--- src/rtl/spike_train_decoder_if.sv ---
// Sample-in / ISI-out bus of the spike train decoder. The slave side is the decoder itself and
// the master side is the sample producer plus the ISI consumer.
interface spike_train_decoder_if #(
  parameter int unsigned ISI_W = 16
);
  logic               samp_valid;
  logic signed [7:0]  samp;
  logic               isi_valid;
  logic               isi_ready;
  logic [ISI_W:0]     isi_data;

  modport master (output samp_valid, samp, isi_ready, input isi_valid, isi_data);
  modport slave  (input samp_valid, samp, isi_ready, output isi_valid, isi_data);
endinterface

--- src/rtl/spike_train_decoder.sv ---
// Hysteresis spike detector on signed 2.6 membrane samples. It measures inter-spike intervals
// into a small FIFO and reports the spike count per window of accepted samples.
module spike_train_decoder #(
  parameter logic signed [7:0] SPIKE_TH   = 8'sd16,
  parameter logic signed [7:0] REARM_TH   = -8'sd32,
  parameter int unsigned       ISI_W      = 16,
  parameter int unsigned       BURST_MAX  = 8,
  parameter int unsigned       FIFO_DEPTH = 4,
  parameter int unsigned       WIN_LEN    = 256
) (
  input  logic                 clk,
  input  logic                 rst,
  spike_train_decoder_if.slave bus,
  output logic                 spike_o,
  output logic                 overflow,
  output logic                 rate_valid,
  output logic [7:0]           rate_cnt
);
  localparam int unsigned      AW      = $clog2(FIFO_DEPTH);
  localparam int unsigned      CW      = AW + 1;
  localparam int unsigned      WW      = $clog2(WIN_LEN) + 1;
  localparam logic [ISI_W-1:0] ISI_MAX = {ISI_W{1'b1}};

  typedef enum logic [0:0] {ARMED = 1'b0, FIRED = 1'b1} state_e;

  state_e            state_q, state_d;
  logic signed [7:0] samp_s;
  logic              spike_det_s;
  logic              have_prev_q, have_prev_d;
  logic [ISI_W-1:0]  isi_cnt_q, isi_cnt_d, isi_inc_s;
  logic [ISI_W:0]    mem_q [FIFO_DEPTH];
  logic [AW-1:0]     wr_ptr_q, rd_ptr_q;
  logic [CW-1:0]     count_q;
  logic              push_req_s, push_s, pop_s;
  logic              spike_q, overflow_q, overflow_d, rate_valid_q, rate_valid_d;
  logic [7:0]        rate_cnt_q, rate_cnt_d, spk_cnt_q, spk_cnt_d, spk_inc_s;
  logic [WW-1:0]     win_cnt_q, win_cnt_d;

  assign samp_s = bus.samp;

  always_ff @(posedge clk) begin
    if (rst) begin
      state_q <= ARMED;
    end else begin
      state_q <= state_d;
    end
  end

  always_comb begin
    state_d = state_q;
    if (bus.samp_valid) begin
      case (state_q)
        ARMED:   if (samp_s >= SPIKE_TH) state_d = FIRED; else state_d = ARMED;
        FIRED:   if (samp_s < REARM_TH)  state_d = ARMED; else state_d = FIRED;
        default: state_d = ARMED;
      endcase
    end else begin
      state_d = state_q;
    end
  end

  always_comb begin
    spike_det_s = 1'b0;
    case (state_q)
      ARMED:   spike_det_s = bus.samp_valid && (samp_s >= SPIKE_TH);
      FIRED:   spike_det_s = 1'b0;
      default: spike_det_s = 1'b0;
    endcase
  end

  // ISI and rate counters advance only on accepted samples; a full FIFO drops unless popped now
  always_comb begin
    isi_inc_s    = (isi_cnt_q == ISI_MAX) ? ISI_MAX : isi_cnt_q + ISI_W'(1);
    spk_inc_s    = (spike_det_s && (spk_cnt_q != 8'hFF)) ? spk_cnt_q + 8'd1 : spk_cnt_q;
    have_prev_d  = have_prev_q;
    isi_cnt_d    = isi_cnt_q;
    win_cnt_d    = win_cnt_q;
    spk_cnt_d    = spk_cnt_q;
    rate_cnt_d   = rate_cnt_q;
    rate_valid_d = 1'b0;
    push_req_s   = 1'b0;
    if (bus.samp_valid) begin
      push_req_s = spike_det_s && have_prev_q;
      if (spike_det_s) begin
        have_prev_d = 1'b1;
        isi_cnt_d   = {ISI_W{1'b0}};
      end else begin
        isi_cnt_d   = isi_inc_s;
      end
      if (win_cnt_q == WW'(WIN_LEN - 1)) begin
        rate_cnt_d   = spk_inc_s;
        rate_valid_d = 1'b1;
        win_cnt_d    = {WW{1'b0}};
        spk_cnt_d    = 8'd0;
      end else begin
        win_cnt_d    = win_cnt_q + WW'(1);
        spk_cnt_d    = spk_inc_s;
      end
    end else begin
      push_req_s = 1'b0;
    end
    pop_s      = (count_q != {CW{1'b0}}) && bus.isi_ready;
    push_s     = push_req_s && ((count_q != CW'(FIFO_DEPTH)) || pop_s);
    overflow_d = overflow_q || (push_req_s && !push_s);
  end

  always_ff @(posedge clk) begin
    if (rst) begin
      have_prev_q  <= 1'b0;
      isi_cnt_q    <= {ISI_W{1'b0}};
      wr_ptr_q     <= {AW{1'b0}};
      rd_ptr_q     <= {AW{1'b0}};
      count_q      <= {CW{1'b0}};
      spike_q      <= 1'b0;
      overflow_q   <= 1'b0;
      rate_valid_q <= 1'b0;
      rate_cnt_q   <= 8'd0;
      spk_cnt_q    <= 8'd0;
      win_cnt_q    <= {WW{1'b0}};
      for (int i = 0; i < FIFO_DEPTH; i++) mem_q[i] <= {(ISI_W + 1){1'b0}};
    end else begin
      have_prev_q  <= have_prev_d;
      isi_cnt_q    <= isi_cnt_d;
      spike_q      <= spike_det_s;
      overflow_q   <= overflow_d;
      rate_valid_q <= rate_valid_d;
      rate_cnt_q   <= rate_cnt_d;
      spk_cnt_q    <= spk_cnt_d;
      win_cnt_q    <= win_cnt_d;
      if (push_s) begin
        mem_q[wr_ptr_q] <= {(isi_inc_s <= ISI_W'(BURST_MAX)), isi_inc_s};
        wr_ptr_q        <= wr_ptr_q + AW'(1);
      end
      if (pop_s) rd_ptr_q <= rd_ptr_q + AW'(1);
      count_q <= count_q + CW'(push_s) - CW'(pop_s);
    end
  end

  assign spike_o       = spike_q;
  assign overflow      = overflow_q;
  assign rate_valid    = rate_valid_q;
  assign rate_cnt      = rate_cnt_q;
  assign bus.isi_valid = (count_q != {CW{1'b0}});
  assign bus.isi_data  = mem_q[rd_ptr_q];
endmodule

--- src/flat_wrapper.sv ---
// flat-port wrapper written by rule: the top's interface ports become plain ports
module spike_train_decoder_flat 
#(
  parameter logic signed [7:0] SPIKE_TH   = 8'sd16,
  parameter logic signed [7:0] REARM_TH   = -8'sd32,
  parameter int unsigned       ISI_W      = 16,
  parameter int unsigned       BURST_MAX  = 8,
  parameter int unsigned       FIFO_DEPTH = 4,
  parameter int unsigned       WIN_LEN    = 256
)
  (clk, rst, spike_o, overflow, rate_valid, rate_cnt, bus_samp_valid, bus_samp, bus_isi_ready, bus_isi_valid, bus_isi_data);
  spike_train_decoder_if #(.ISI_W(ISI_W)) bus_i ();
  input  logic clk;
  input  logic rst;
  output logic spike_o;
  output logic overflow;
  output logic rate_valid;
  output logic [7:0] rate_cnt;
  input wire logic [$bits(bus_i.samp_valid)-1:0] bus_samp_valid;
  input wire logic [$bits(bus_i.samp)-1:0] bus_samp;
  input wire logic [$bits(bus_i.isi_ready)-1:0] bus_isi_ready;
  output wire logic [$bits(bus_i.isi_valid)-1:0] bus_isi_valid;
  output wire logic [$bits(bus_i.isi_data)-1:0] bus_isi_data;
  assign bus_i.samp_valid = bus_samp_valid;
  assign bus_i.samp = bus_samp;
  assign bus_i.isi_ready = bus_isi_ready;
  assign bus_isi_valid = bus_i.isi_valid;
  assign bus_isi_data = bus_i.isi_data;
  spike_train_decoder #(.SPIKE_TH(SPIKE_TH), .REARM_TH(REARM_TH), .ISI_W(ISI_W), .BURST_MAX(BURST_MAX), .FIFO_DEPTH(FIFO_DEPTH), .WIN_LEN(WIN_LEN)) u_core (.clk(clk), .rst(rst), .bus(bus_i), .spike_o(spike_o), .overflow(overflow), .rate_valid(rate_valid), .rate_cnt(rate_cnt));
endmodule
--- config.mk ---
export PLATFORM = sky130hd
export DESIGN_NAME = spike_train_decoder_flat
export DESIGN_NICKNAME = d
export VERILOG_FILES = /design/src/rtl/spike_train_decoder_if.sv /design/src/rtl/spike_train_decoder.sv /design/src/flat_wrapper.sv
export SDC_FILE = /design/constraint.sdc
export NUM_CORES = 1
export LEC_CHECK = 0
export BUFFER_PORTS_ARGS = -buffer_cell sky130_fd_sc_hd__buf_2
export CORE_AREA = 2 2 157 159
export DETAILED_ROUTE_END_ITERATION = 10
export DIE_AREA = 0 0 159 161
export GPL_TIMING_DRIVEN = 0
export PLACE_DENSITY_LB_ADDON = 0.12
export SLEW_MARGIN = 5
export SYNTH_ARGS = -nofsm -noshare
export SYNTH_HDL_FRONTEND = slang
export SYNTH_SLANG_ARGS = --single-unit
--- constraint.sdc ---
create_clock -name clk -period 3.7 [get_ports clk]
set_input_delay 0.185 -clock clk [delete_from_list [all_inputs] [get_ports clk]]
set_output_delay 0.185 -clock clk [all_outputs]
set_load 0.005 [all_outputs]
## Yosys cells after proc, flatten, opt, wreduce, memory -nomap -nowiden

Memory sizes are Yosys's and may differ from the RTL's. A register that Yosys moved wholly into a read port is not among the register bits.
Cells that the tools add are included.

| word-level totals | value |
|---|---|
| bits in registers | 53 |
| memory bits (writable) | 68 |
| input port bits | 12 |
| output and inout port bits | 29 |
| logic and storage cells | 64 |
| memories | 1 |

| cells by class | value |
|---|---|
| add/sub/neg operators | 7 |
| order comparisons | 3 |
| equal/unequal tests | 4 |
| mux-type cells | 21 |
| bitwise operators | 2 |
| reduce and logical (&&, ||, !) cells | 14 |

Memory list:

| name | depth | width | rd ports | clocked after Yosys merged registers in | write ports | RTL line | source |
|---|---|---|---|---|---|---|---|
| u_core.mem_q | 4 | 17 | 1 | 1 | 4 | spike_train_decoder.sv:31 | `logic [ISI_W:0] mem_q [FIFO_DEPTH];` |

Operators with widths:

| operator | number |
|---|---|
| two-way mux 16 bit | 2 |
| two-way mux 17 bit | 1 |
| OR reduction 17 bit | 1 |
| adder 16 x 1 -> 16 bit (second input constant) | 1 |
| == test 16 bit (second input constant) | 1 |
| <= comparator 16 x 4 -> 1 bit (second input constant) | 1 |
| two-way mux 8 bit | 2 |
| two-way mux 1 bit | 10 |
| adder 9 x 1 -> 9 bit (second input constant) | 1 |
| == test 9 x 8 -> 1 bit (second input constant) | 1 |
| two-way mux 9 bit | 1 |
| adder 8 x 1 -> 8 bit (second input constant) | 1 |
| >= comparator 8 x 6 -> 1 bit (second input constant) | 1 |
| less-than comparator 8 x 6 -> 1 bit (second input constant) | 1 |
| != test 8 bit (second input constant) | 1 |
| logical AND 1 bit | 6 |
| two-way mux 2 bit | 3 |
| adder 2 x 1 -> 2 bit (second input constant) | 2 |
| one-hot mux 1 bit (2 select lines) | 2 |
| AND reduction 2 bit | 2 |
| adder 3 x 1 -> 3 bit | 1 |
| != test 3 bit (second input constant) | 1 |
| nonzero test 3 bit | 1 |
| subtractor 3 x 1 -> 3 bit | 1 |
| other kinds (4) | 6 |

## Depth between registers and ports, before layout

| depth | value |
|---|---|
| depth after elaboration | 11 |
| gate-level depth with buffers | 9 |
| gate-level depth less buffers | 8 |

## Worst setup path after synthesis

OpenSTA, ideal clock, no wires.

| path | value |
|---|---|
| path kind | register to register |
| start point | register u_core.state_q |
| end point | memory u_core.mem_q[3][0] (netlist name) (enable) |
| library setup time | 415 ps |
| data arrival time | 2247 ps |
| required time | 3285 ps |
| setup slack | 1039 ps |
| stages on the path, launching flop included | 7 |
| buffers on the path | 1 |
| clock period less this slack | 2661 ps |
| path through | dfxtp_1 -> nor2_2 -> and3_1 -> buf_4 -> and3_4 -> nand2_1 -> o21ai_0 |

RTL lines:

| item | RTL line | source |
|---|---|---|
| start, declared | spike_train_decoder.sv:26 | `state_e state_q, state_d;` |
| start signal, assigned | spike_train_decoder.sv:45 | `state_q <= state_d;` |
| end, declared | spike_train_decoder.sv:31 |  |

==> impl_metrics.csv <==
group,metric,value,unit
run_status,status,"finished clean",
place,place_ws,0.4309,ns
drt,drcViolationCount,0,
critical_path,path_cells,"dlygate4sd3_1 > buf_2 > nor2_2 > and3_1 > buf_4 > nand3_1 > nor2_1 > nand3_1 > nand2_1",
sta,tightest_slew,0.9159,ns
clock_network,clockBufferDepth,2,
drt,via_count,4198,
sta,tns,0,ns
hold_path,hp-class,"input pin to flop",
sta,hold_violations,0,
yosys,mappedNetlistArea,0.005867,mm^2
floorplanning,ios,41,
critical_path,cp.required,3.74,ns
place,gp_congestion,0.7304,
place,port_buffers,35,
grt,grt_pass1_wl,24.12,mm
critical_path,r2r_start,"u_core.state_q",
yosys,netlist_instances,545,
grt,antenna_found_initial,0,
drt,wl_per_cell,16.33,um
floorplanning,die_y,161,um
finish,nets,618,
yosys,syn_nets,562,
flow_run,cap_violations,0,
hold_path,hp-start,"bus_samp[5]",
critical_path,arrival,3.24,ns
place,dp_hpwl,10.46,mm
clock_network,cts_resized,0,
critical_path,slowest_delay,0.84,ns
sta,period_needed,3.200,ns
critical_path,r2r_end,"u_core.mem_q[1][16]",
finish,finalInstanceArea,0.007048,mm^2
yosys,avgSynthCellArea,10.76,um^2
critical_path,cp-start-kind,"input pin",
power_and_ir_drop,max-vdd-ir-drop,272.5,uV
clock_network,htreeDepth,4,
yosys,synth.distinct_cells,67,
finish,finish.utilization,29.41,%
clock_network,cts.clk_slew.worst_paths,0.06,ns
drt,drt-vias-per-instance,4.475,
grt,grt_pass1_vias,4238,
drt,ant_nets,0,
floorplanning,initial_core_util,24.48,%
floorplanning,dieArea,0.02560,mm^2
yosys,yosys_warnings,0,
hold_path,hold_depth,5,
hold_path,holdPathEnd,"u_core.state_q",
power_and_ir_drop,p_leak,2.536,nW
sta,setup_violations,0,
critical_path,regToRegSetupSlack,0.57,ns
critical_path,cp_num_buf_inv,3,
floorplanning,rows,57,
critical_path,reg2reg_depth,7,
sta,drv_slew,0,
clock_network,worstSkewPairLatency,0.42,ns
finish,syn2layout_area_growth,20.13,%
sta,fmax,312.5,MHz
floorplanning,core,0.02396,mm^2
critical_path,slowest_stage,"nand2_1",
yosys,seq_area_frac_synth,53.57,%
place,postPlaceCellArea,0.006466,mm^2
yosys,synth-seq-cells,123,
grt,grt_usage,12.38,%
clock_network,cts_tree,"done",
drt,drt_iter0_markers,130,
critical_path,critPathKind,"input pin to flop",
drt,routed_wl,15.32,mm
critical_path,endpoint_kind,"flop",
critical_path,worst-path-max-fanout,17,
finish,n_antenna_cell,0,
power_and_ir_drop,power.density,517.1,mW/mm^2
grt,grt_overflow,0,
clock_network,cts_buffers,17,
floorplanning,die_w,159,um
yosys,synth-main-ff-cell,"edfxtp_1",
sta,fin_skew,0.01016,ns
clock_network,cts_sinks,123,
finish,most-common-layout-cells,"104 x nor2_1, 68 x edfxtp_1, 55 x dfxtp_1, 45 x buf_2, 41 x nand2_1",
drt,dr.pass1.iters,4,
yosys,ys_async_sr_fraction,0,%
finish,layout_commonest_cell,"nor2_1",
clock_network,clockRootBuffer,"clkbuf_16",
yosys,synth_edf_count,68,
sta,finalWorstSetupSlack,0.5004,ns
sta,finalCritPeriodShare,86.48,%
critical_path,crit_path_frequent_cell,"nand3_1",
sta,slew_headroom,37.19,%
sta,rsz0062_at_grt,"false",
grt,grt_start_max_net_pins,18,
critical_path,crit_family,"simple AND/OR/NAND/NOR gates",
finish,drive_gt1_share,20.36,%
-- synth_stat cells (all sizes together), types with 4 or more instances --
cell type  number  area, um^2
nor2          107       409.1
edfxtp         68        2042
dfxtp          55        1101
nand2          42       165.2
a21oi          25       125.1
o21ai          22       113.9
buf            21       143.9
mux4           17       382.9
clkbuf         16       60.06
nor3           16       91.34
xor2           15       131.4
inv            14       52.55
xnor2          13       113.9
nand4          12       81.33
nand3          11       75.07
or3            10       67.56
a211oi          9       67.56
nor4            8       86.33
and3            7       53.80
a2bb2oi         6       52.55
and4            6       55.05
ha              4       50.05
-- metrics by stage --
step	hold WS, ns	power (mW)	cells
2_1_floorplan	0.2817	1.884	545
3_3_place_gp	0.4091	2.047	904
3_5_place_dp	0.4110	2.056	905
4_1_cts	0.1261	3.704	938
5_1_grt	0.1938	3.805	938
6_report	0.1464	3.644	938
-- how the worst max path moves through the flow --
stage	startpoint	to	slack, ns	depth (start not counted)
floorplan	u_core.state_q	u_core.mem_q[3][0]	1.04	6
global placement	u_core.state_q	u_core.mem_q[3][9]	-0.24	6
detailed placement	u_core.state_q	u_core.mem_q[1][9]	0.43	7
CTS	bus_samp[7]	u_core.mem_q[1][16]	0.37	9
global route	bus_samp[7]	u_core.mem_q[1][16]	0.17	9
finish	bus_samp[7]	u_core.mem_q[1][16]	0.50	9
-- metal layers --
layer	global-route usage (%)	up-vias	wire length, um
met3	2.671	14	484
li1	-	2089	-
met1	15.90	2023	7330
met4	4.256	0	183
met5	0	-	0
met2	20.75	72	7321
-- what timing repair did --
action | CTS | global route
endpoints found under the hold margin | 1 | 0
hold buffers | 1 | 0
buffers inserted | 0 | 0
-- final cells by class --
class	count	area (um^2)
buffer	37	203.9
clock buffer	17	425.4
clock inverter	15	146.4
fill	2544	16920
inverter	15	56.30
multi-input combinational	370	2467
sequential	123	3143
tap	324	405.4
timing repair buffer	37	200.2
-- report_power, final --
| group | leakage, nW | total (mW) | internal (mW) | switching (mW) |
|---|---|---|---|---|
| sequential | 1.15 | 1.53 | 1.50 | 0.0304 |
| combinational | 1.11 | 0.480 | 0.237 | 0.243 |
| clock | 0.283 | 1.63 | 0.945 | 0.690 |
-- registers in the layout, indices dropped and copies added, names as in the netlist, named ones only --
name	flops
u_core.mem_q	68
u_core.isi_cnt_q	16
u_core.win_cnt_q	9
u_core.rate_cnt	8
u_core.spk_cnt_q	8
u_core.count_q	3
u_core.rd_ptr_q	2
u_core.wr_ptr_q	2
u_core.have_prev_q	1
u_core.overflow	1
u_core.rate_valid	1
u_core.spike_o	1
u_core.state_q	1
-- logic make-up (layout without fill, tap and decap cells) --
logic type	after synthesis	in the layout	synth area share, %
xor gates and xnor gates	28	28	4.180
and+or+nand+nor	236	236	20.84
buffers and inverters	52	121	4.436
muxes	21	21	7.230
DFF	123	123	53.57
adders and majority gates	5	5	1.194
AOI/OAI and AO/OA	80	80	8.552
-- tightest hold or removal path, delay by kind of cell --
kind                   cells  cell delay, ns
AND/OR/NAND/NOR            3            0.17
AO/OA/AOI/OAI              1            0.06
buffers and inverters      1            0.10
Note: power is estimated with default switching activity, not from simulation.
